**src/rtl/hazard_pkg.sv**
```systemverilog
// Shared encodings and defaults for the pipeline hazard controller and its MDU sequencer.
package hazard_pkg;

  typedef enum logic [1:0] {
    MD_NONE = 2'b00,
    MD_MUL  = 2'b01,
    MD_DIV  = 2'b10,
    MD_RSVD = 2'b11
  } md_op_t;

  typedef enum logic [1:0] {
    IDLE = 2'b00,
    RUN  = 2'b01,
    DONE = 2'b10
  } md_state_t;

  localparam int DEF_MUL_CYCLES = 4;
  localparam int DEF_DIV_CYCLES = 32;
  localparam int DEF_CNT_W      = 32;

  // Down-counter width; never narrower than one bit even for single-cycle ops.
  function automatic int md_cnt_width(input int mul_cycles, input int div_cycles);
    int m;
    m = (mul_cycles > div_cycles) ? mul_cycles : div_cycles;
    return (m <= 1) ? 1 : $clog2(m);
  endfunction

endpackage

```
**src/rtl/hazard_md_seq.sv**
```systemverilog
// MDU sequencer: IDLE -> RUN (N cycles) -> DONE (1 cycle) -> IDLE.
module md_seq
  import hazard_pkg::*;
#(
  parameter int MUL_CYCLES = DEF_MUL_CYCLES,
  parameter int DIV_CYCLES = DEF_DIV_CYCLES
) (
  input  logic      clk,
  input  logic      rst,
  input  logic      start,
  input  md_op_t    op,
  output logic      busy,
  output logic      done,
  output md_state_t state
);

  localparam int CW = md_cnt_width(MUL_CYCLES, DIV_CYCLES);
  localparam logic [CW-1:0] MUL_LOAD = CW'(MUL_CYCLES - 1);
  localparam logic [CW-1:0] DIV_LOAD = CW'(DIV_CYCLES - 1);

  md_state_t     state_r;
  logic [CW-1:0] cnt_r;

  // FSM and down-counter; a taken branch has no effect here since the running op is correct-path.
  always_ff @(posedge clk or posedge rst) begin
    if (rst) begin
      state_r <= IDLE;
      cnt_r   <= '0;
    end else begin
      case (state_r)
        IDLE: begin
          if (start) begin
            state_r <= RUN;
            cnt_r   <= (op == MD_DIV) ? DIV_LOAD : MUL_LOAD;
          end else begin
            state_r <= IDLE;
          end
        end
        RUN: begin
          if (cnt_r == '0) begin
            state_r <= DONE;
          end else begin
            cnt_r <= cnt_r - CW'(1);
          end
        end
        DONE:    state_r <= IDLE;
        default: state_r <= IDLE;
      endcase
    end
  end

  assign state = state_r;
  assign busy  = (state_r != IDLE);
  assign done  = (state_r == DONE);

endmodule

```
**src/rtl/hazard_ctrl.sv**
```systemverilog
// Pipeline hazard controller: load-use / MDU stalls, taken-branch flushes, perf counters.
module hazard_ctrl
  import hazard_pkg::*;
#(
  parameter int MUL_CYCLES = DEF_MUL_CYCLES,
  parameter int DIV_CYCLES = DEF_DIV_CYCLES,
  parameter int CNT_W      = DEF_CNT_W
) (
  input  logic             clk,
  input  logic             rst,
  input  logic [4:0]       id_rs,
  input  logic [4:0]       id_rt,
  input  logic             id_use_rs,
  input  logic             id_use_rt,
  input  logic [1:0]       id_md_op,
  input  logic             id_hilo_rd,
  input  logic             ex_mem_rd,
  input  logic [4:0]       ex_rd,
  input  logic             ex_br_taken,
  output logic             pc_wr,
  output logic             if_id_wr,
  output logic             if_id_flush,
  output logic             id_ex_flush,
  output logic             md_start,
  output logic             md_busy,
  output logic             md_done,
  output logic [CNT_W-1:0] stall_cnt,
  output logic [CNT_W-1:0] flush_cnt
);

  md_state_t        md_state_s;
  logic             is_md_s;
  logic             load_use_s;
  logic             md_hazard_s;
  logic             stall_s;
  logic [CNT_W-1:0] stall_cnt_r;
  logic [CNT_W-1:0] flush_cnt_r;

  assign is_md_s    = (id_md_op == 2'b01) || (id_md_op == 2'b10);
  assign load_use_s = ex_mem_rd && (ex_rd != 5'd0) &&
                      ((id_use_rs && (id_rs == ex_rd)) || (id_use_rt && (id_rt == ex_rd)));
  // HI/LO is only written at the end of DONE, so DONE still blocks readers.
  assign md_hazard_s = (id_hilo_rd || is_md_s) && (md_state_s != IDLE);
  assign stall_s     = load_use_s || md_hazard_s;

  // Priority: reset, then taken branch (ID is wrong-path), then stall, then normal flow.
  always_comb begin
    pc_wr       = 1'b1;
    if_id_wr    = 1'b1;
    if_id_flush = 1'b0;
    id_ex_flush = 1'b0;
    md_start    = 1'b0;
    if (rst) begin
      pc_wr       = 1'b0;
      if_id_wr    = 1'b0;
      if_id_flush = 1'b1;
      id_ex_flush = 1'b1;
    end else if (ex_br_taken) begin
      if_id_flush = 1'b1;
      id_ex_flush = 1'b1;
    end else if (stall_s) begin
      pc_wr       = 1'b0;
      if_id_wr    = 1'b0;
      id_ex_flush = 1'b1;
    end else begin
      md_start = is_md_s;
    end
  end

  md_seq #(
    .MUL_CYCLES(MUL_CYCLES),
    .DIV_CYCLES(DIV_CYCLES)
  ) u_md_seq (
    .clk  (clk),
    .rst  (rst),
    .start(md_start),
    .op   (md_op_t'(id_md_op)),
    .busy (md_busy),
    .done (md_done),
    .state(md_state_s)
  );

  // Saturating performance counters.
  always_ff @(posedge clk or posedge rst) begin
    if (rst) begin
      stall_cnt_r <= '0;
      flush_cnt_r <= '0;
    end else begin
      if (stall_s && !ex_br_taken && (stall_cnt_r != {CNT_W{1'b1}})) begin
        stall_cnt_r <= stall_cnt_r + CNT_W'(1);
      end
      if (ex_br_taken && (flush_cnt_r != {CNT_W{1'b1}})) begin
        flush_cnt_r <= flush_cnt_r + CNT_W'(1);
      end
    end
  end

  assign stall_cnt = stall_cnt_r;
  assign flush_cnt = flush_cnt_r;

endmodule

```
**config.mk**
```make
export PLATFORM = sky130hd
export DESIGN_NAME = hazard_ctrl
export DESIGN_NICKNAME = d
export VERILOG_FILES = /design/src/rtl/hazard_pkg.sv /design/src/rtl/hazard_md_seq.sv /design/src/rtl/hazard_ctrl.sv
export SDC_FILE = /design/constraint.sdc
export NUM_CORES = 1
export LEC_CHECK = 0
export CAP_MARGIN = 20
export CORE_MARGIN = 5
export CORE_UTILIZATION = 45
export DETAILED_ROUTE_END_ITERATION = 12
export PLACE_DENSITY_LB_ADDON = 0.05
export RECOVER_POWER = 25
export SETUP_SLACK_MARGIN = 0.02
export SYNTH_ARGS = -nofsm -noshare
export SYNTH_HDL_FRONTEND = slang
export SYNTH_SLANG_ARGS = --single-unit
```
**constraint.sdc**
```tcl
create_clock -name clk -period 2.8 [get_ports clk]
set_input_delay 0.42 -clock clk [delete_from_list [all_inputs] [get_ports clk]]
set_output_delay 0.42 -clock clk [all_outputs]
set_load 0.05 [all_outputs]
```
[After elaboration in Yosys (flattened, before gate mapping)]
Index checks and enable logic that the tools add are counted.
Cells by class
  multiplexer cells: 18
  $add $sub $neg: 3
  equal/unequal tests: 11
  reduce and logical (&&, ||, !) cells: 19
Operators by type and width (count)
  adder 32 x 1 -> 32 bit, second input constant: 2
  inequality test 32 bit, second input constant: 2
  2-to-1 mux 5 bit: 3
  2-to-1 mux 1 bit: 12
  equality test 5 bit: 2
  one-hot mux 5 bit (2 select lines): 1
  logical AND 1 bit: 8
  zero test 5 bit: 1
  nonzero test 5 bit: 1
  subtractor 5 x 1 -> 5 bit, second input constant: 1
  equality test 2 x 1 -> 1 bit, second input constant: 2
  equality test 2 bit, second input constant: 2
  logical OR 1 bit: 4
  inequality test 2 bit, second input constant: 2
  one-hot mux 2 bit (2 select lines): 1
  nonzero test 2 bit: 2
  AND reduction 3 bit: 1
  zero test 2 bit: 1
  2-to-1 mux 2 bit: 1
  inequality test 2 x 1 -> 1 bit, second input constant: 1
  zero test 1 bit: 1
Storage, ports and cells
  logic and storage cells: 55
  bits of input ports: 24
  flip-flop bits (word level): 71
  output and inout port bits: 71

[Longest topological paths before layout]
Gate-level depths: netlist (run 1).
  word-level depth: 10
  gate-level depth with buffers: 9
  gate-level depth less buffers: 8

[Modules after synthesis]
Synthesis (run 1) repeated with hierarchy kept, for this count alone.
Unflattened totals
  cells, all modules: 362
  area total of the unflattened synthesis: 3723.6 um2
Modules (own cells, without submodules)
  hazard_ctrl: area each 3321.9 um2, cells each 322, times used 1
  md_seq: area each 401.6 um2, cells each 40, times used 1

[Worst setup path after synthesis (run 1)]
OpenSTA, ideal clock, no wires.
  path kind: input -> output
  from: input port ex_rd[1]
  to: output port pc_wr
  arrival time: 2.427 ns
  buffers on the path: 1
  stages: 6
  path slack: -0.047 ns
  required time: 2.380 ns
  cells stage by stage: or4_1 o21ai_0 nor2_1 a21o_1 nor2_1 buf_4
On the way
  cells in the longest elaborated chain, start to end: 8
  elaborated cells between the ends (all ways): 12
  those cells by class: 2 x eq/ne; 3 x mux; 7 x reduce/logical
RTL lines
  start: declaration: line hazard_ctrl.sv:18  | input logic [4:0] ex_rd,
  equality test 5 bit: line hazard_ctrl.sv:41  | ((id_use_rs && (id_rs == ex_rd)) || (id_use_rt && (id_rt == ex_rd)));
  logical AND 1 bit: line hazard_ctrl.sv:41
  logical OR 1 bit: line hazard_ctrl.sv:41
  logical AND 1 bit (*): line hazard_ctrl.sv:40  | assign load_use_s = ex_mem_rd && (ex_rd != 5'd0) &&
  logical OR 1 bit (*): line hazard_ctrl.sv:44  | assign stall_s = load_use_s || md_hazard_s;
  2-to-1 mux 1 bit (*) (3 in a row)
  end: declaration: line hazard_ctrl.sv:20  | output logic pc_wr,
Every way passes the cells marked *; elsewhere a longest branch is shown, timed or not.

[Worst setup path in the final report (run 1)]
  from: input port ex_rd[1]
  to: output port pc_wr
On the way
  cells in the longest elaborated chain, start to end: 8
  elaborated cells between the ends (all ways): 12
  those cells by class: 2 x eq/ne; 3 x mux; 7 x reduce/logical
RTL lines
  equality test 5 bit: line hazard_ctrl.sv:41
  logical AND 1 bit: line hazard_ctrl.sv:41
  logical OR 1 bit: line hazard_ctrl.sv:41
  logical AND 1 bit (*): line hazard_ctrl.sv:40
  logical OR 1 bit (*): line hazard_ctrl.sv:44
  2-to-1 mux 1 bit (*): line hazard_ctrl.sv:61  | end else if (stall_s) begin
  2-to-1 mux 1 bit (*): line hazard_ctrl.sv:58  | end else if (ex_br_taken) begin
  2-to-1 mux 1 bit (*): line hazard_ctrl.sv:53  | if (rst) begin
Marks and branches as above.

==> impl_metrics.tcl, run 1 <==
set metrics [dict create \
    routedWlPerCell_um 15.2 \
    synthAdderAreaFrac_pct 1.69 \
    slew_headroom_pct 0.953 \
    drv_slew 0 \
    path_class "in2out" \
    clkSinkCount 71 \
    row_count 33 \
    cp_data_arrival_time_ns 2.28 \
    status "complete, no violations" \
    whs_ns 0.486 \
    hold_path_class "reg2reg" \
    fin_util_pct 62.1 \
    finalCritPeriodShare_pct 96.4 \
    clock_path_buffers 2 \
    antenna_left 0 \
    synth_fp_nets 379 \
    yosysSeqAreaShare_pct 47.9 \
    finalHoldViolCount 0 \
    fmax_mhz 370 \
    cts_buffers 9 \
    htreeDepth 3 \
    grt_overflow_total 0 \
    drc_errors 0 \
    tns_ns 0 \
    cp_slowest_cell "or4_1" \
    synth_cell_types 49 \
    cts_tree "done" \
    cts_setup_buffers 0 \
    start_util_pct 45.6 \
    die_area_um2 10200 \
    synth-seq-cells 71 \
    portBuffers 94 \
    p_leak_nw 2.24 \
    synth_top_family_by_area "simple AND/OR/NAND/NOR gates" \
    yosys_warnings 0 \
    drive_gt1_share_pct 11.7 \
    period_minus_slack_ns 2.70 \
    start_kind "input pin" \
    syn_avg_cell_area_um2 10.6 \
    die_x_um 101 \
    cp.required_ns 2.38 \
    grt_usage_pct 17.7 \
    synthToLayoutAreaGrowth_pct 36.1 \
    nNetsFinal 486 \
    layout_setup_ws_ns 0.0997 \
    firstDrtPassIters 4 \
    num_antenna_cells 0 \
    synth_compound_area_share_pct 4.28 \
    cts_root_buf "clkbuf_8" \
    yosys.area_share.simple_pct 26.0 \
    viasPerCell 5.23 \
    clk_pin_slew_worst_paths_ns 0.07 \
    muxShareOfSynthArea_pct 0.607 \
    die_y_um 101 \
    layout_common_cells "clkdlybuf4s50_1, dfrtp_1, xor2_1" \
    place_ws_ns 0.0604 \
    dpl.hpwl_um 6400 \
    worstPathMaxFanout 3 \
    r2r_setup_slack_ns 0.31 \
    crit_path_cell_trace "clkdlybuf4s50_1 > or4_1 > o21ai_0 > nor2_1 > a21o_1 > nor2_4 > buf_12" \
    drt_iter0_drc 74 \
    ir_worst_vdd_mv 0.245 \
    antenna_found_initial 0 \
    syn_inst 350 \
    p_per_area_nw_per_um2 633 \
    skew_ns 0.00850 \
    core-area_um2 8130 \
    grt_max_degree 45 \
    critical_path.max_stage_delay_ns 0.53 \
    yosys.area_share.xor_xnor_pct 17.0 \
    tightest_slew_ns 1.49 \
    pin_count 95 \
    globalplace.congestion 0.812 \
    drv_cap 0 \
    power_w 0.00320 \
    synth_area_um2 3710 \
    grt_pass1_wl_um 14200 \
    fillCellCount 697 \
    crit_buf_inv 2 \
    rsz0062_at_grt "false" \
    finalSetupViolations 0 \
    clock_latency_ns 0.35 \
    critical_path.endpoint_type "output port" \
    critPathTopFamily "simple AND/OR/NAND/NOR gates" \
    detail_route.wirelength_um 8620 \
    vias 2963 \
    grt_pass1_vias 3027 \
    final_common_cell "clkdlybuf4s50_1" \
]
worst paths after layout:
check                                   start  depth (start not counted)       endpoint
worst max register to register   stall_cnt[7]                          7   stall_cnt[1]
worst min register to register  stall_cnt[30]                          1  stall_cnt[30]
worst max-delay path                 ex_rd[1]                          7          pc_wr
max in group asynchronous                 rst                          3  stall_cnt[11]
worst min-delay path            stall_cnt[30]                          1  stall_cnt[30]
min in group asynchronous                 rst                          3   stall_cnt[4]
routing by layer:
| metal | up-vias | track usage, % | share of wire [%] |
|---|---|---|---|
| li1 | 1449 | - | - |
| met5 | - | 0 | 0 |
| met3 | 12 | 2.84 | 3.5 |
| met4 | 0 | 7.88 | 2.1 |
| met2 | 63 | 29.5 | 50 |
| met1 | 1439 | 22.6 | 44 |
kinds of logic (layout without fill, tap and decap cells):
logic type,after synthesis,in the layout
XOR/XNOR,72,72
AND/OR/NAND/NOR,158,158
buffers and inverters,19,130
multiplexers,2,2
flip-flops,71,71
AO/OA/AOI/OAI,23,23
adder cells (fa/ha/maj),5,5
where the power goes:
group / leakage [nW] / total, W / switching, W / internal, W
clock network: 0.0871 / 0.000796 / 0.000393 / 0.000403
registers: 0.943 / 0.00130 / 0.000149 / 0.00115
logic: 1.21 / 0.00110 / 0.000693 / 0.000408
layout make-up:
class                           count  area, um2  share of cell area, %
Inverter                           11       41.3                  0.818
Multi-Input combinational cell    260       1850                   36.7
Sequential cell                    71       1780                   35.2
Tap cell                          105        131                   2.60
Clock buffer                        9        124                   2.45
Timing Repair Buffer              104       1060                   21.0
Clock inverter                      6       62.6                   1.24
cells in the mapped netlist, drive strengths merged:
| master | number | share of area (%) |
|---|---|---|
| a2111oi | 1 | 0.40 |
| a211o | 1 | 0.24 |
| a211oi | 1 | 0.34 |
| a21o | 1 | 0.20 |
| a21oi | 6 | 0.81 |
| a22o | 1 | 0.24 |
| a22oi | 1 | 0.20 |
| a31o | 1 | 0.24 |
| a31oi | 1 | 0.17 |
| and2 | 4 | 0.67 |
| and3 | 12 | 2.0 |
| and4 | 11 | 2.7 |
| and4b | 1 | 0.27 |
| buf | 3 | 0.64 |
| clkbuf | 5 | 0.78 |
| dfrtp | 71 | 48 |
| ha | 5 | 1.7 |
| inv | 11 | 1.1 |
| mux2 | 2 | 0.61 |
| nand2 | 27 | 2.7 |
| nand2b | 3 | 0.51 |
| nand3 | 23 | 3.2 |
| nand3b | 1 | 0.20 |
| nand4 | 13 | 2.2 |
| nor2 | 19 | 2.0 |
| nor2b | 2 | 0.34 |
| nor3 | 13 | 2.4 |
| nor3b | 1 | 0.34 |
| nor4 | 15 | 3.6 |
| nor4b | 5 | 1.2 |
| o21ai | 6 | 0.81 |
| o22ai | 1 | 0.17 |
| o2bb2ai | 2 | 0.47 |
| or2 | 4 | 0.67 |
| or2b | 1 | 0.24 |
| or4 | 3 | 0.71 |
| xnor2 | 35 | 8.3 |
| xor2 | 37 | 8.7 |
timing repair:
action / 4_1_cts / 5_1_grt
gates resized for setup: 0 / 1
setup endpoints to repair: 0 / 2
hold buffers: 0 / 0
per-stage QoR:
stage / instances / cell area [um2]
floorplan: 350 / 3710
global placement: 551 / 4860
detailed placement: 551 / 4860
CTS: 566 / 5050
global route: 566 / 5050
finish: 566 / 5050
state kept, by name (all words and copies together) (netlist names):
name,count
flush_cnt,32
stall_cnt,32
u_md_seq.cnt_r,5
u_md_seq.state,2
No activity file was read; power rests on OpenSTA's default activity.
==> run 2, diff against run 1 <==
CAP_MARGIN = 10   (was 20)
==> results of run 2 <==
The final DEF is identical to that of run 1; final timing and power are the same.
